### config.mk
export PLATFORM = sky130hd
export DESIGN_NAME = pmod_intr_axil_slave_flat
export DESIGN_NICKNAME = d
export VERILOG_FILES = /design/src/rtl/pmod_intr_pkg.sv /design/src/rtl/pmod_intr_axil_slave_if.sv /design/src/rtl/pmod_intr_detect.sv /design/src/rtl/pmod_intr_axil_slave.sv /design/src/flat_wrapper.sv
export SDC_FILE = /design/constraint.sdc
export NUM_CORES = 1
export LEC_CHECK = 0
export ABC_AREA = 1
export CORE_MARGIN = 2
export CORE_UTILIZATION = 40
export CTS_BUF_LIST = sky130_fd_sc_hd__clkbuf_4
export DETAILED_ROUTE_END_ITERATION = 16
export DONT_BUFFER_PORTS = 1
export GPL_ROUTABILITY_DRIVEN = 0
export PLACE_DENSITY = 0.52
export SLEW_MARGIN = 20
export SYNTH_ARGS = -nofsm -noshare
export SYNTH_HDL_FRONTEND = slang
export SYNTH_SLANG_ARGS = --single-unit
### constraint.sdc
create_clock -name s_axi_intr_aclk -period 0.9 [get_ports s_axi_intr_aclk]
set_input_delay 0.135 -clock s_axi_intr_aclk [delete_from_list [all_inputs] [get_ports s_axi_intr_aclk]]
set_output_delay 0.135 -clock s_axi_intr_aclk [all_outputs]
set_load 0.01 [all_outputs]
### src/rtl/pmod_intr_pkg.sv
// Shared definitions for the Pmod interrupt register bank: register offsets,
// response codes, channel FSM states and a byte-strobe helper.
package pmod_intr_pkg;

    localparam logic [4:0] ADDR_GIE = 5'h00;
    localparam logic [4:0] ADDR_IER = 5'h04;
    localparam logic [4:0] ADDR_ISR = 5'h08;
    localparam logic [4:0] ADDR_IAR = 5'h0C;
    localparam logic [4:0] ADDR_IPR = 5'h10;
    localparam logic [4:0] ADDR_ITR = 5'h14;

    typedef enum logic [1:0] {
        OKAY   = 2'b00,
        SLVERR = 2'b10
    } resp_t;

    typedef enum logic {
        W_IDLE,
        W_RESP
    } wr_state_t;

    typedef enum logic {
        R_IDLE,
        R_DATA
    } rd_state_t;

    // Expands a 4-bit byte strobe into a 32-bit bit mask.
    function automatic logic [31:0] strb_mask(input logic [3:0] strb);
        logic [31:0] m;
        m = '0;
        for (int i = 0; i < 4; i++) begin
            m[i*8 +: 8] = {8{strb[i]}};
        end
        return m;
    endfunction

endpackage

### src/rtl/pmod_intr_axil_slave_if.sv
// AXI4-Lite bus bundle for the interrupt register bank; master side is the
// interconnect, slave side is pmod_intr_axil_slave.
interface pmod_intr_axil_slave_if #(
    parameter int ADDR_W = 5,
    parameter int DATA_W = 32
);
    logic [ADDR_W-1:0]   awaddr;
    logic [2:0]          awprot;
    logic                awvalid;
    logic                awready;
    logic [DATA_W-1:0]   wdata;
    logic [DATA_W/8-1:0] wstrb;
    logic                wvalid;
    logic                wready;
    logic [1:0]          bresp;
    logic                bvalid;
    logic                bready;
    logic [ADDR_W-1:0]   araddr;
    logic [2:0]          arprot;
    logic                arvalid;
    logic                arready;
    logic [DATA_W-1:0]   rdata;
    logic [1:0]          rresp;
    logic                rvalid;
    logic                rready;

    modport master (
        output awaddr, awprot, awvalid, wdata, wstrb, wvalid, bready,
        output araddr, arprot, arvalid, rready,
        input  awready, wready, bresp, bvalid, arready, rdata, rresp, rvalid
    );

    modport slave (
        input  awaddr, awprot, awvalid, wdata, wstrb, wvalid, bready,
        input  araddr, arprot, arvalid, rready,
        output awready, wready, bresp, bvalid, arready, rdata, rresp, rvalid
    );
endinterface

### src/rtl/pmod_intr_detect.sv
// Per-source interrupt capture (edge or level per sensitivity bit) and ISR
// set/clear arbitration; a set in the same cycle as a clear wins.
module pmod_intr_detect #(
    parameter int          N    = 1,
    parameter logic [31:0] SENS = 32'hFFFF_FFFF
) (
    input  logic         clk,
    input  logic         rst_n,
    input  logic [N-1:0] src,
    input  logic [N-1:0] sw_set,
    input  logic [N-1:0] clr,
    output logic [N-1:0] isr
);

    logic [N-1:0] hw_set;
    logic [N-1:0] isr_reg;
    logic [N-1:0] isr_next;

    genvar gi;
    generate
        for (gi = 0; gi < N; gi++) begin : g_src
            if (SENS[gi]) begin : g_edge
                logic prev_reg;
                always_ff @(posedge clk or negedge rst_n) begin
                    if (!rst_n) begin
                        prev_reg <= 1'b0;
                    end else begin
                        prev_reg <= src[gi];
                    end
                end
                assign hw_set[gi] = src[gi] & ~prev_reg;
            end else begin : g_level
                assign hw_set[gi] = src[gi];
            end
        end
    endgenerate

    always_comb begin
        isr_next = (isr_reg & ~clr) | hw_set | sw_set;
    end

    always_ff @(posedge clk or negedge rst_n) begin
        if (!rst_n) begin
            isr_reg <= '0;
        end else begin
            isr_reg <= isr_next;
        end
    end

    assign isr = isr_reg;

endmodule

### src/rtl/pmod_intr_axil_slave.sv
// AXI4-Lite interrupt register bank (GIE/IER/ISR/IAR/IPR/ITR) driving one irq.
// Define PMOD_INTR_SW_TRIGGER_EN to make ITR (0x14) set ISR bits from software.
module pmod_intr_axil_slave
    import pmod_intr_pkg::*;
#(
    parameter int          C_S_AXI_DATA_WIDTH = 32,
    parameter int          C_S_AXI_ADDR_WIDTH = 5,
    parameter int          C_NUM_OF_INTR      = 1,
    parameter logic [31:0] C_INTR_SENSITIVITY = 32'hFFFF_FFFF,
    parameter int          C_IRQ_ACTIVE_STATE = 1
) (
    input  logic                     s_axi_intr_aclk,
    input  logic                     s_axi_intr_aresetn,
    pmod_intr_axil_slave_if.slave    s_axi_intr,
    input  logic [C_NUM_OF_INTR-1:0] intr_src,
    output logic                     irq
);

    localparam int          N        = C_NUM_OF_INTR;
    localparam logic [31:0] SRC_MASK = (N >= 32) ? 32'hFFFF_FFFF : ((32'h1 << N) - 32'h1);
    localparam logic        IRQ_ON   = (C_IRQ_ACTIVE_STATE != 0);

    wr_state_t   wr_state_reg, wr_state_next;
    rd_state_t   rd_state_reg, rd_state_next;
    logic        wr_fire;
    logic        rd_fire;
    logic [2:0]  wr_idx;
    logic [2:0]  rd_idx;
    logic [31:0] wr_mask;
    logic [31:0] wr_bits;

    logic        gie_reg;
    logic [31:0] ier_reg;
    logic [31:0] rdata_reg, rdata_next;
    logic        irq_reg, irq_next;

    logic [N-1:0] isr;
    logic [N-1:0] ack_clr;
    logic [N-1:0] sw_set;
    logic [31:0]  isr_full;
    logic [31:0]  ipr_full;

    logic unused_ok;
    assign unused_ok = ^{s_axi_intr.awprot, s_axi_intr.arprot,
                         s_axi_intr.awaddr[1:0], s_axi_intr.araddr[1:0]};

    assign wr_idx  = s_axi_intr.awaddr[4:2];
    assign rd_idx  = s_axi_intr.araddr[4:2];
    assign wr_mask = strb_mask(s_axi_intr.wstrb);
    assign wr_bits = s_axi_intr.wdata & wr_mask;

    // Write channel: accept only when both AW and W are present and no B is pending.
    always_comb begin
        wr_state_next        = wr_state_reg;
        wr_fire              = 1'b0;
        s_axi_intr.awready   = 1'b0;
        s_axi_intr.wready    = 1'b0;
        s_axi_intr.bvalid    = 1'b0;
        s_axi_intr.bresp     = OKAY;
        case (wr_state_reg)
            W_IDLE: begin
                if (s_axi_intr.awvalid && s_axi_intr.wvalid) begin
                    wr_fire            = 1'b1;
                    s_axi_intr.awready = 1'b1;
                    s_axi_intr.wready  = 1'b1;
                    wr_state_next      = W_RESP;
                end
            end
            W_RESP: begin
                s_axi_intr.bvalid = 1'b1;
                if (s_axi_intr.bready) begin
                    wr_state_next = W_IDLE;
                end
            end
            default: wr_state_next = W_IDLE;
        endcase
    end

    always_comb begin
        rd_state_next      = rd_state_reg;
        rd_fire            = 1'b0;
        s_axi_intr.arready = 1'b0;
        s_axi_intr.rvalid  = 1'b0;
        s_axi_intr.rresp   = OKAY;
        case (rd_state_reg)
            R_IDLE: begin
                if (s_axi_intr.arvalid) begin
                    rd_fire            = 1'b1;
                    s_axi_intr.arready = 1'b1;
                    rd_state_next      = R_DATA;
                end
            end
            R_DATA: begin
                s_axi_intr.rvalid = 1'b1;
                if (s_axi_intr.rready) begin
                    rd_state_next = R_IDLE;
                end
            end
            default: rd_state_next = R_IDLE;
        endcase
    end

    always_ff @(posedge s_axi_intr_aclk or negedge s_axi_intr_aresetn) begin
        if (!s_axi_intr_aresetn) begin
            wr_state_reg <= W_IDLE;
            rd_state_reg <= R_IDLE;
        end else begin
            wr_state_reg <= wr_state_next;
            rd_state_reg <= rd_state_next;
        end
    end

    // Control registers; only byte lanes with their strobe set are written.
    always_ff @(posedge s_axi_intr_aclk or negedge s_axi_intr_aresetn) begin
        if (!s_axi_intr_aresetn) begin
            gie_reg <= 1'b0;
            ier_reg <= '0;
        end else if (wr_fire) begin
            if (wr_idx == ADDR_GIE[4:2] && s_axi_intr.wstrb[0]) begin
                gie_reg <= s_axi_intr.wdata[0];
            end
            if (wr_idx == ADDR_IER[4:2]) begin
                ier_reg <= ((ier_reg & ~wr_mask) | wr_bits) & SRC_MASK;
            end
        end
    end

    always_comb begin
        ack_clr = '0;
        if (wr_fire && wr_idx == ADDR_IAR[4:2]) begin
            ack_clr = wr_bits[N-1:0];
        end
    end

`ifdef PMOD_INTR_SW_TRIGGER_EN
    always_comb begin
        sw_set = '0;
        if (wr_fire && wr_idx == ADDR_ITR[4:2]) begin
            sw_set = wr_bits[N-1:0];
        end
    end
`else
    assign sw_set = '0;
`endif

    pmod_intr_detect #(
        .N    (N),
        .SENS (C_INTR_SENSITIVITY)
    ) u_detect (
        .clk    (s_axi_intr_aclk),
        .rst_n  (s_axi_intr_aresetn),
        .src    (intr_src),
        .sw_set (sw_set),
        .clr    (ack_clr),
        .isr    (isr)
    );

    assign isr_full = 32'(isr);
    assign ipr_full = isr_full & ier_reg;

    // Read data is captured from current register values, so a read that
    // coincides with a write sees the pre-write contents.
    always_comb begin
        rdata_next = '0;
        case (rd_idx)
            ADDR_GIE[4:2]: rdata_next = {31'b0, gie_reg};
            ADDR_IER[4:2]: rdata_next = ier_reg;
            ADDR_ISR[4:2]: rdata_next = isr_full;
            ADDR_IPR[4:2]: rdata_next = ipr_full;
            default:       rdata_next = '0;
        endcase
    end

    always_ff @(posedge s_axi_intr_aclk or negedge s_axi_intr_aresetn) begin
        if (!s_axi_intr_aresetn) begin
            rdata_reg <= '0;
        end else if (rd_fire) begin
            rdata_reg <= rdata_next;
        end
    end

    assign s_axi_intr.rdata = rdata_reg;

    always_comb begin
        irq_next = (gie_reg && (|ipr_full)) ? IRQ_ON : ~IRQ_ON;
    end

    always_ff @(posedge s_axi_intr_aclk or negedge s_axi_intr_aresetn) begin
        if (!s_axi_intr_aresetn) begin
            irq_reg <= ~IRQ_ON;
        end else begin
            irq_reg <= irq_next;
        end
    end

    assign irq = irq_reg;

endmodule

### src/flat_wrapper.sv
// flat-port wrapper written by rule: the top's interface ports become plain ports
module pmod_intr_axil_slave_flat import pmod_intr_pkg::*;
#(
    parameter int          C_S_AXI_DATA_WIDTH = 32,
    parameter int          C_S_AXI_ADDR_WIDTH = 5,
    parameter int          C_NUM_OF_INTR      = 1,
    parameter logic [31:0] C_INTR_SENSITIVITY = 32'hFFFF_FFFF,
    parameter int          C_IRQ_ACTIVE_STATE = 1
)
  (s_axi_intr_aclk, s_axi_intr_aresetn, intr_src, irq, s_axi_intr_awaddr, s_axi_intr_awprot, s_axi_intr_awvalid, s_axi_intr_wdata, s_axi_intr_wstrb, s_axi_intr_wvalid, s_axi_intr_bready, s_axi_intr_araddr, s_axi_intr_arprot, s_axi_intr_arvalid, s_axi_intr_rready, s_axi_intr_awready, s_axi_intr_wready, s_axi_intr_bresp, s_axi_intr_bvalid, s_axi_intr_arready, s_axi_intr_rdata, s_axi_intr_rresp, s_axi_intr_rvalid);
  pmod_intr_axil_slave_if #(.ADDR_W(5), .DATA_W(32)) s_axi_intr_i ();
  input  logic s_axi_intr_aclk;
  input  logic s_axi_intr_aresetn;
  input  logic [C_NUM_OF_INTR-1:0] intr_src;
  output logic irq;
  input wire logic [$bits(s_axi_intr_i.awaddr)-1:0] s_axi_intr_awaddr;
  input wire logic [$bits(s_axi_intr_i.awprot)-1:0] s_axi_intr_awprot;
  input wire logic [$bits(s_axi_intr_i.awvalid)-1:0] s_axi_intr_awvalid;
  input wire logic [$bits(s_axi_intr_i.wdata)-1:0] s_axi_intr_wdata;
  input wire logic [$bits(s_axi_intr_i.wstrb)-1:0] s_axi_intr_wstrb;
  input wire logic [$bits(s_axi_intr_i.wvalid)-1:0] s_axi_intr_wvalid;
  input wire logic [$bits(s_axi_intr_i.bready)-1:0] s_axi_intr_bready;
  input wire logic [$bits(s_axi_intr_i.araddr)-1:0] s_axi_intr_araddr;
  input wire logic [$bits(s_axi_intr_i.arprot)-1:0] s_axi_intr_arprot;
  input wire logic [$bits(s_axi_intr_i.arvalid)-1:0] s_axi_intr_arvalid;
  input wire logic [$bits(s_axi_intr_i.rready)-1:0] s_axi_intr_rready;
  output wire logic [$bits(s_axi_intr_i.awready)-1:0] s_axi_intr_awready;
  output wire logic [$bits(s_axi_intr_i.wready)-1:0] s_axi_intr_wready;
  output wire logic [$bits(s_axi_intr_i.bresp)-1:0] s_axi_intr_bresp;
  output wire logic [$bits(s_axi_intr_i.bvalid)-1:0] s_axi_intr_bvalid;
  output wire logic [$bits(s_axi_intr_i.arready)-1:0] s_axi_intr_arready;
  output wire logic [$bits(s_axi_intr_i.rdata)-1:0] s_axi_intr_rdata;
  output wire logic [$bits(s_axi_intr_i.rresp)-1:0] s_axi_intr_rresp;
  output wire logic [$bits(s_axi_intr_i.rvalid)-1:0] s_axi_intr_rvalid;
  assign s_axi_intr_i.awaddr = s_axi_intr_awaddr;
  assign s_axi_intr_i.awprot = s_axi_intr_awprot;
  assign s_axi_intr_i.awvalid = s_axi_intr_awvalid;
  assign s_axi_intr_i.wdata = s_axi_intr_wdata;
  assign s_axi_intr_i.wstrb = s_axi_intr_wstrb;
  assign s_axi_intr_i.wvalid = s_axi_intr_wvalid;
  assign s_axi_intr_i.bready = s_axi_intr_bready;
  assign s_axi_intr_i.araddr = s_axi_intr_araddr;
  assign s_axi_intr_i.arprot = s_axi_intr_arprot;
  assign s_axi_intr_i.arvalid = s_axi_intr_arvalid;
  assign s_axi_intr_i.rready = s_axi_intr_rready;
  assign s_axi_intr_awready = s_axi_intr_i.awready;
  assign s_axi_intr_wready = s_axi_intr_i.wready;
  assign s_axi_intr_bresp = s_axi_intr_i.bresp;
  assign s_axi_intr_bvalid = s_axi_intr_i.bvalid;
  assign s_axi_intr_arready = s_axi_intr_i.arready;
  assign s_axi_intr_rdata = s_axi_intr_i.rdata;
  assign s_axi_intr_rresp = s_axi_intr_i.rresp;
  assign s_axi_intr_rvalid = s_axi_intr_i.rvalid;
  pmod_intr_axil_slave #(.C_S_AXI_DATA_WIDTH(C_S_AXI_DATA_WIDTH), .C_S_AXI_ADDR_WIDTH(C_S_AXI_ADDR_WIDTH), .C_NUM_OF_INTR(C_NUM_OF_INTR), .C_INTR_SENSITIVITY(C_INTR_SENSITIVITY), .C_IRQ_ACTIVE_STATE(C_IRQ_ACTIVE_STATE)) u_core (.s_axi_intr_aclk(s_axi_intr_aclk), .s_axi_intr_aresetn(s_axi_intr_aresetn), .s_axi_intr(s_axi_intr_i), .intr_src(intr_src), .irq(irq));
endmodule
; Word level (Yosys, flattened, before mapping)
; Index checks and enable logic that the tools add are counted.
; W data, S select, Z words.
[classes]
add_sub_neg = 0
n_mul = 0
n_div = 0
order_cmp = 0
eq_ne = 5
shifts = 0
n_mux = 13
n_bitwise = 12
reduce_logical = 9
[ops]
columns = cell, count
row1 = $pmux W32 S4, 1
row2 = $reduce_or A32 Y1, 1
row3 = $mux W1, 10
row4 = $eq A3 B1 Y1 const B, 2
row5 = $eq A3 B2 Y1 const B, 2
row6 = $logic_not A3 Y1, 2
row7 = $and A1 B1 Y1, 5
row8 = $not A1 Y1, 5
row9 = $logic_and A1 B1 Y1, 4
row10 = $pmux W1 S2, 2
row11 = $reduce_and A2 Y1, 2
row12 = $eq A3 B3 Y1 const B, 1
row13 = $or A1 B1 Y1, 2
[word_totals]
regBits = 39
latchBits = 0
ramBits = 0
rom_bits = 0
wordCells = 47
mem_count = 0

; Depth between registers and ports, before layout
; Gate-level depths: netlist of the first run.
[logic_depth]
ltp_word = 8
ltp_mapped = 6
depth_no_buf = 6

; Hierarchy
; Synthesis of the first run repeated with hierarchy kept, for this count alone.
[unflattened]
hier_cells = 93
hier_area_um2 = 699.4
[modules_own_cells]
columns = module, n_inst, cells_each, area_each_um2
row1 = pmod_intr_axil_slave, 1, 85, 618.1
row2 = pmod_intr_detect, 1, 8, 81.3

; Least setup slack after synthesis of the first run
; No wires, ideal clock.
[synth_path]
kind = register -> register
startpoint = register u_core.wr_state_reg
endpoint = register with a tool-made name
setup_ns = 0.121
t_arrival_ns = 0.830
required_ns = 0.779
setup_slack_ns = -0.051
stages_incl_launch_ff = 5
n_path_buf = 0
synth_period_minus_slack_ns = 0.951
cell_sequence = dfrtp_1 > nor2_4 > nand3_1 > nand2_1 > o21ai_1
[synth_lines]
columns = item, line_no
row1 = start: declaration, pmod_intr_axil_slave.sv:23  ; wr_state_t wr_state_reg, wr_state_next;
row2 = start signal: assignment, pmod_intr_axil_slave.sv:108  ; wr_state_reg <= wr_state_next;

; Worst setup path after layout of the first run
[layout_path]
startpoint = register u_core.wr_state_reg
endpoint = output s_axi_intr_wready
[layout_via]
elab_chain_len = 1
[layout_lines]
columns = item, line_no
row1 = $mux W1, -
row2 = end: declaration, flat_wrapper.sv:28  ; output wire logic [$bits(s_axi_intr_i.wready)-1:0] s_axi_intr_wready;
; Every way passes these cells.

==> metrics.cfg, run 1 <==
[clocking]
cts_buffers=3
htreeDepth=1
cts_tree=yes
cts_max_path_buffers=2
clock_latency_ns=0.25
clk_pin_slew_ns=0.06
cts.sinks=8
cts_root_buffer=clkbuf_4

[setup_path]
worstPathRequired_ns=0.76
start_kind=flop
worstPathArrival_ns=0.90
reg2reg_from=u_core.wr_state_reg$_DFF_PN0_
crit_fanout=2
startpoint=u_core.wr_state_reg$_DFF_PN0_
cp-end-kind=output pin
worstSetupPathType=reg -> out

[logic_synthesis]
synth-main-ff-cell=dfrtp_1
ys_top_cells_by_area=buf_4 (40%), dfrtp_1 (29%), inv_1 (6.6%), nand2_1 (6.6%), nor2_1 (3.9%)
ys_ff_latch=8
synth_cell_types=14
yosys_warnings=0
yosysMostFrequentCell=buf_4
netlist_instances=90
synth.top_cell.area_share=0.397
syn_avg_cell_area_um2=7.56
seq_area_frac_synth=0.294
synth-async-reset-ratio=1.00
synth_common_cells=buf_4 (36), inv_1 (12), nand2_1 (12), dfrtp_1 (8), nor2_1 (7)
synth_edf_count=0
yosys.area.top_type=buf_4
netlist_area_um2=681

[timing]
hold_violations=0
setup_viol=8
slew_viol_final=0
setup-tns-final_ns=-0.639
max_freq_ghz=0.968
postLayoutSetupSlackWorst_ns=-0.133
finClkSkew_ns=0.00212
grt_setup_unrepaired=true
period_minus_slack_ns=1.03
timing.final.crit_share=1.15

[floorplanning]
coreArea_mm2=0.00156
io_pins=102
die_x_um=45.3
rows=14
start_util=0.437
die_y_um=45.3
dieArea_mm2=0.00205

[layout]
fin_cells=118
fillCellCount=168
syn_to_final_growth_pct=1.84
final_nets=163
diodes=0
drive_gt1_frac=0.167
final_cell_area_um2=693

[power_and_ir_drop]
p_total_uw=1010
power_density_mw_per_mm2=1460
p_leak_uw=0.000411
vdd_drop_max_v=0.000661

[global_routing]
grt_overflow_total=0
grt_start_max_net_pins=9
grt_pass1_vias=349
grtUsageTotal=0.0948
antenna_found_initial=0
grt_pass1_wl_um=1340

[place]
postPlaceCellArea_um2=589
portBuffers=0
dp_slack_ns=0.0409
dp_hpwl_um=770
dpl.cell_count=108

[detailed_routing]
firstDrtPassIters=2
wl_um=964
drc_errors=0
avgRoutedWirePerCell_um=8.17
drt_iter0_drc=2
antenna_left=0
vias_per_cell=3.76
num_vias=444

[min_path]
worstHoldStart=intr_src
hp-class=in -> reg

[outcome]
status=finished with violations
violations=setup timing

[flow_run]
max-cap-violations=0

routing by layer:
metal / GRT usage / routed length, um / up-vias
li1: - / - / 222
met1: 0.0980 / 328 / 183
met2: 0.151 / 458 / 39
met3: 0.0720 / 177 / 0
met4: 0.0235 / 0 / 0
met5: 0 / 0 / -
what timing repair did:
item | 4_1_cts | 5_1_grt
resized for setup | 3 | 2
endpoints found under the setup margin | 5 | 9
pin swaps | 1 | 2
buffers inserted | 1 | 1
hold endpoints to repair | 11 | 0
hold buffers | 4 | 0
metrics by stage:
stage                     hold WS, ns   util
after floorplan                -0.161      -
after global placement         -0.160  0.378
after detailed placement       -0.160  0.378
after CTS                     0.00500  0.435
after global routing           0.0335  0.445
final                          0.0151  0.445
report_power, final:
part           switching, uW  leakage, uW  internal (uW)
Sequential              38.5    0.0000971            400
Combinational            153     0.000295           96.2
Clock                    124    0.0000184            200
Total                    315     0.000411            696
worst paths after layout:
kind,end,slack (ns),cells past startpoint
worst min register to register,u_core.u_detect.isr$_DFF_PN0_,0.43,1
worst max-delay path,s_axi_intr_wready,-0.13,2
min in group asynchronous,u_core.u_detect.isr$_DFF_PN0_,0.23,1
worst min-delay path,u_core.u_detect.isr$_DFF_PN0_,0.02,2
max in group asynchronous,u_core.wr_state_reg$_DFF_PN0_,0.39,1
worst max register to register,u_core.u_detect.isr$_DFF_PN0_,-0.06,5
cell usage in the layout, fill, tap and decap left out, types with 3 or more instances in the layout:
| cell | instances |
|---|---|
| nand3_1 | 3 |
| conb_1 | 35 |
| nand2_1 | 11 |
| dlygate4sd3_1 | 4 |
| dfrtp_1 | 7 |
| buf_4 | 3 |
| nor2_1 | 7 |
| clkbuf_4 | 4 |
| buf_6 | 3 |
| inv_1 | 12 |
cell families (layout without fill, tap and decap cells):
| family | Yosys count | after routing | share of synthesized area |
|---|---|---|---|
| compound gates | 5 | 5 | 0.0368 |
| flops | 8 | 8 | 0.294 |
| buf+inv | 48 | 26 | 0.463 |
| mux | 1 | 1 | 0.0147 |
| other cells | 1 | 35 | 0.00551 |
| simple gates | 27 | 27 | 0.186 |
critical path, stage by stage (launching register included):
cell and delay (ns):
dfrtp_2 0.42, nor2_4 0.10, buf_6 0.12
final cells by class:
class	count	area, um^2	share of cell area
well taps	16	20.0	0.0289
multi-input cells	68	300	0.433
flip-flops and latches	8	201	0.291
inverters	12	45.0	0.0650
repair buffers	10	96.3	0.139
clock buffers	4	30.0	0.0433
No activity file was read; power rests on OpenSTA's default activity.
==> run 2: changes to the inputs <==
- CORE_MARGIN: 2 -> unset
==> run 2 against run 1 <==
Against the previous run:
- the run still ends with setup timing left
- first-iteration DRC count rose by 100%
- count of clock-buffer cells in the layout did not move
- critical path depth did not move
- non-clock buffer count did not move
- global-route usage rose by 1.0 points
- hold slack improved by 0.017 ns
- critical endpoint is now s_axi_intr_awready
- highest routed layer unchanged
==> metrics.cfg, run 2 (same netlist as run 1, synthesis figures left out) <==
[setup_path]
worstReg2RegEnd=u_core.s_axi_intr.rdata[0]$_DFFE_PN0P_  ; was u_core.u_detect.isr$_DFF_PN0_
reg2reg_from=u_core.rd_state_reg$_DFF_PN0_  ; was u_core.wr_state_reg$_DFF_PN0_
crit_chain=nor2_4, buf_6  ; unchanged
r2r_cells=6  ; was 5
worstPathRequired_ns=0.76  ; about the same
slowest_delay_ns=0.42  ; about the same
crit_fanout=2  ; unchanged
worstPathArrival_ns=0.90  ; about the same
rrSetupSlack_ns=-0.06  ; about the same
worstSetupPathType=reg -> out  ; unchanged
cp-end-kind=output pin  ; unchanged
start_kind=flop  ; unchanged
cpMaxStageDelayCell=dfrtp_2  ; unchanged

[layout]
diodes=0  ; unchanged
final_cell_area_um2=691  ; was 693 um^2
final_common_cell=conb_1  ; unchanged
syn_to_final_growth_pct=1.47  ; was 1.84%
fillCellCount=173  ; was 168
fin_cells=118  ; unchanged
final_nets=163  ; unchanged
layout_common_cells=conb_1 (35), inv_1 (12), nand2_1 (12), nor2_1 (7), dfrtp_1 (7)  ; was conb_1 (35), inv_1 (12), nand2_1 (11), nor2_1 (7), dfrtp_1 (7)
drive_gt1_frac=0.157  ; was 0.167

[clocking]
clk_pin_slew_ns=0.07  ; was 0.06 ns
cts.sinks=8  ; unchanged
cts_root_buffer=clkbuf_4  ; unchanged
cts_tree=yes  ; unchanged
clock_latency_ns=0.26  ; was 0.25 ns
cts_max_path_buffers=2  ; unchanged
htreeDepth=1  ; unchanged
cts_buffers=3  ; unchanged

[outcome]
status=finished with violations  ; unchanged
violations=setup timing  ; unchanged

[timing]
timing.final.crit_share=1.15  ; about the same
period_minus_slack_ns=1.03  ; about the same
slew_viol_final=0  ; unchanged
max_freq_ghz=0.967  ; was 0.968 GHz
finClkSkew_ns=0.0127  ; was 0.00212 ns
setup_viol=9  ; was 8
postLayoutSetupSlackWorst_ns=-0.134  ; was -0.133 ns
hold-worst-slack_ns=0.0316  ; was 0.0151 ns
grt_setup_unrepaired=true  ; unchanged
hold_violations=0  ; unchanged

[power_and_ir_drop]
netSwitchingFraction=0.320  ; was 0.312
p_int_uw=692  ; was 696 uW
power_density_mw_per_mm2=1470  ; was 1460 mW/mm^2
p_clk_frac=0.332  ; was 0.320
vdd_drop_max_v=0.000574  ; was 0.000661 V
p_leak_uw=0.000411  ; about the same
power_switching_uw=325  ; was 315 uW
p_seq_frac=0.431  ; was 0.434
power_frac_comb=0.237  ; was 0.246

[min_path]
hold_depth=2  ; unchanged
hp-class=in -> reg  ; unchanged
min_to=u_core.u_detect.isr$_DFF_PN0_  ; unchanged
worstHoldStart=intr_src  ; unchanged

[detailed_routing]
vias_per_cell=3.69  ; was 3.76
antenna_left=0  ; unchanged
drt_iter0_drc=4  ; was 2
avgRoutedWirePerCell_um=7.70  ; was 8.17 um
wl_um=909  ; was 964 um
drc_errors=0  ; unchanged
num_vias=435  ; was 444
firstDrtPassIters=3  ; was 2

[floorplanning]
start_util=0.442  ; was 0.437
die_y_um=43.3  ; was 45.3 um
io_pins=102  ; unchanged
die_x_um=43.3  ; was 45.3 um
coreArea_mm2=0.00154  ; was 0.00156 mm^2
dieArea_mm2=0.00187  ; was 0.00205 mm^2
rows=14  ; unchanged

[global_routing]
grt_pass1_vias=332  ; was 349
grt_overflow_total=0  ; unchanged
antenna_found_initial=0  ; unchanged
grt_start_max_net_pins=9  ; unchanged
grtUsageTotal=0.105  ; was 0.0948
grt_pass1_wl_um=1370  ; was 1340 um

[place]
dp_hpwl_um=694  ; was 770 um
dp_slack_ns=0.0318  ; was 0.0409 ns
dpl.cell_count=108  ; unchanged
portBuffers=0  ; unchanged
postPlaceCellArea_um2=589  ; unchanged

[flow_run]
max-cap-violations=0  ; unchanged

run 2: critical path: cells and delay by family (launching register included):
kind | cells | cell delay (ns)
flops | 1 | 0.42
simple gates | 1 | 0.09
buf+inv | 1 | 0.12
run 2: timing repair:
item | CTS | global route
hold buffers | 4 | 0
endpoints found under the hold margin | 11 | 0
buffers inserted | 2 | 0
setup endpoints to repair | 5 | 10
pin swaps | 2 | 2
gates resized for setup | 3 | 1
run 2: metrics by stage:
stage,util,power (uW),TNS (ns)
finish,0.448,1020,-0.742
global route,0.448,1090,-1.28
CTS,0.445,1030,-0.989
detailed placement,0.382,641,0
global placement,0.382,638,0
floorplan,-,711,-0.0214
run 2: area by class of cell:
cell class / count / area (um^2) / share of cell area
Multi-Input combinational cell: 68 / 298 / 0.431
Tap cell: 16 / 20.0 / 0.0290
Sequential cell: 8 / 201 / 0.292
Clock buffer: 4 / 30.0 / 0.0435
Timing Repair Buffer: 10 / 96.3 / 0.139
Inverter: 12 / 45.0 / 0.0652
run 2: worst max path at each step:
stage,startpoint,end,slack (ns),cells past startpoint
finish,u_core.wr_state_reg$_DFF_PN0_,s_axi_intr_awready,-0.13,2
global route,u_core.wr_state_reg$_DFF_PN0_,s_axi_intr_wready,-0.19,2
CTS,u_core.wr_state_reg$_DFF_PN0_,s_axi_intr_awready,-0.17,2
detailed placement,flop,u_core.s_axi_intr.rdata[0]$_DFFE_PN0P_,0.03,6
global placement,flop,u_core.s_axi_intr.rdata[0]$_DFFE_PN0P_,0.05,6
floorplan,u_core.wr_state_reg$_DFF_PN0_,flop,-0.01,4
run 2: metal layers:
layer	vias to the layer above	share of wire	wire [um]	global-route usage
li1	222	-	-	-
met1	176	0.38	347	0.114
met2	37	0.50	453	0.149
met3	0	0.12	107	0.0511
met4	0	0	0	0.0909
met5	-	0	0	0
run 2: power groups by stage:
stage | clock (uW) | sequential (uW) | combinational [uW]
2_1_floorplan | 0 | 445 | 266
3_3_place_gp | 0 | 443 | 195
3_5_place_dp | 0 | 443 | 198
4_1_cts | 353 | 438 | 239
5_1_grt | 382 | 443 | 270
6_report | 338 | 438 | 241
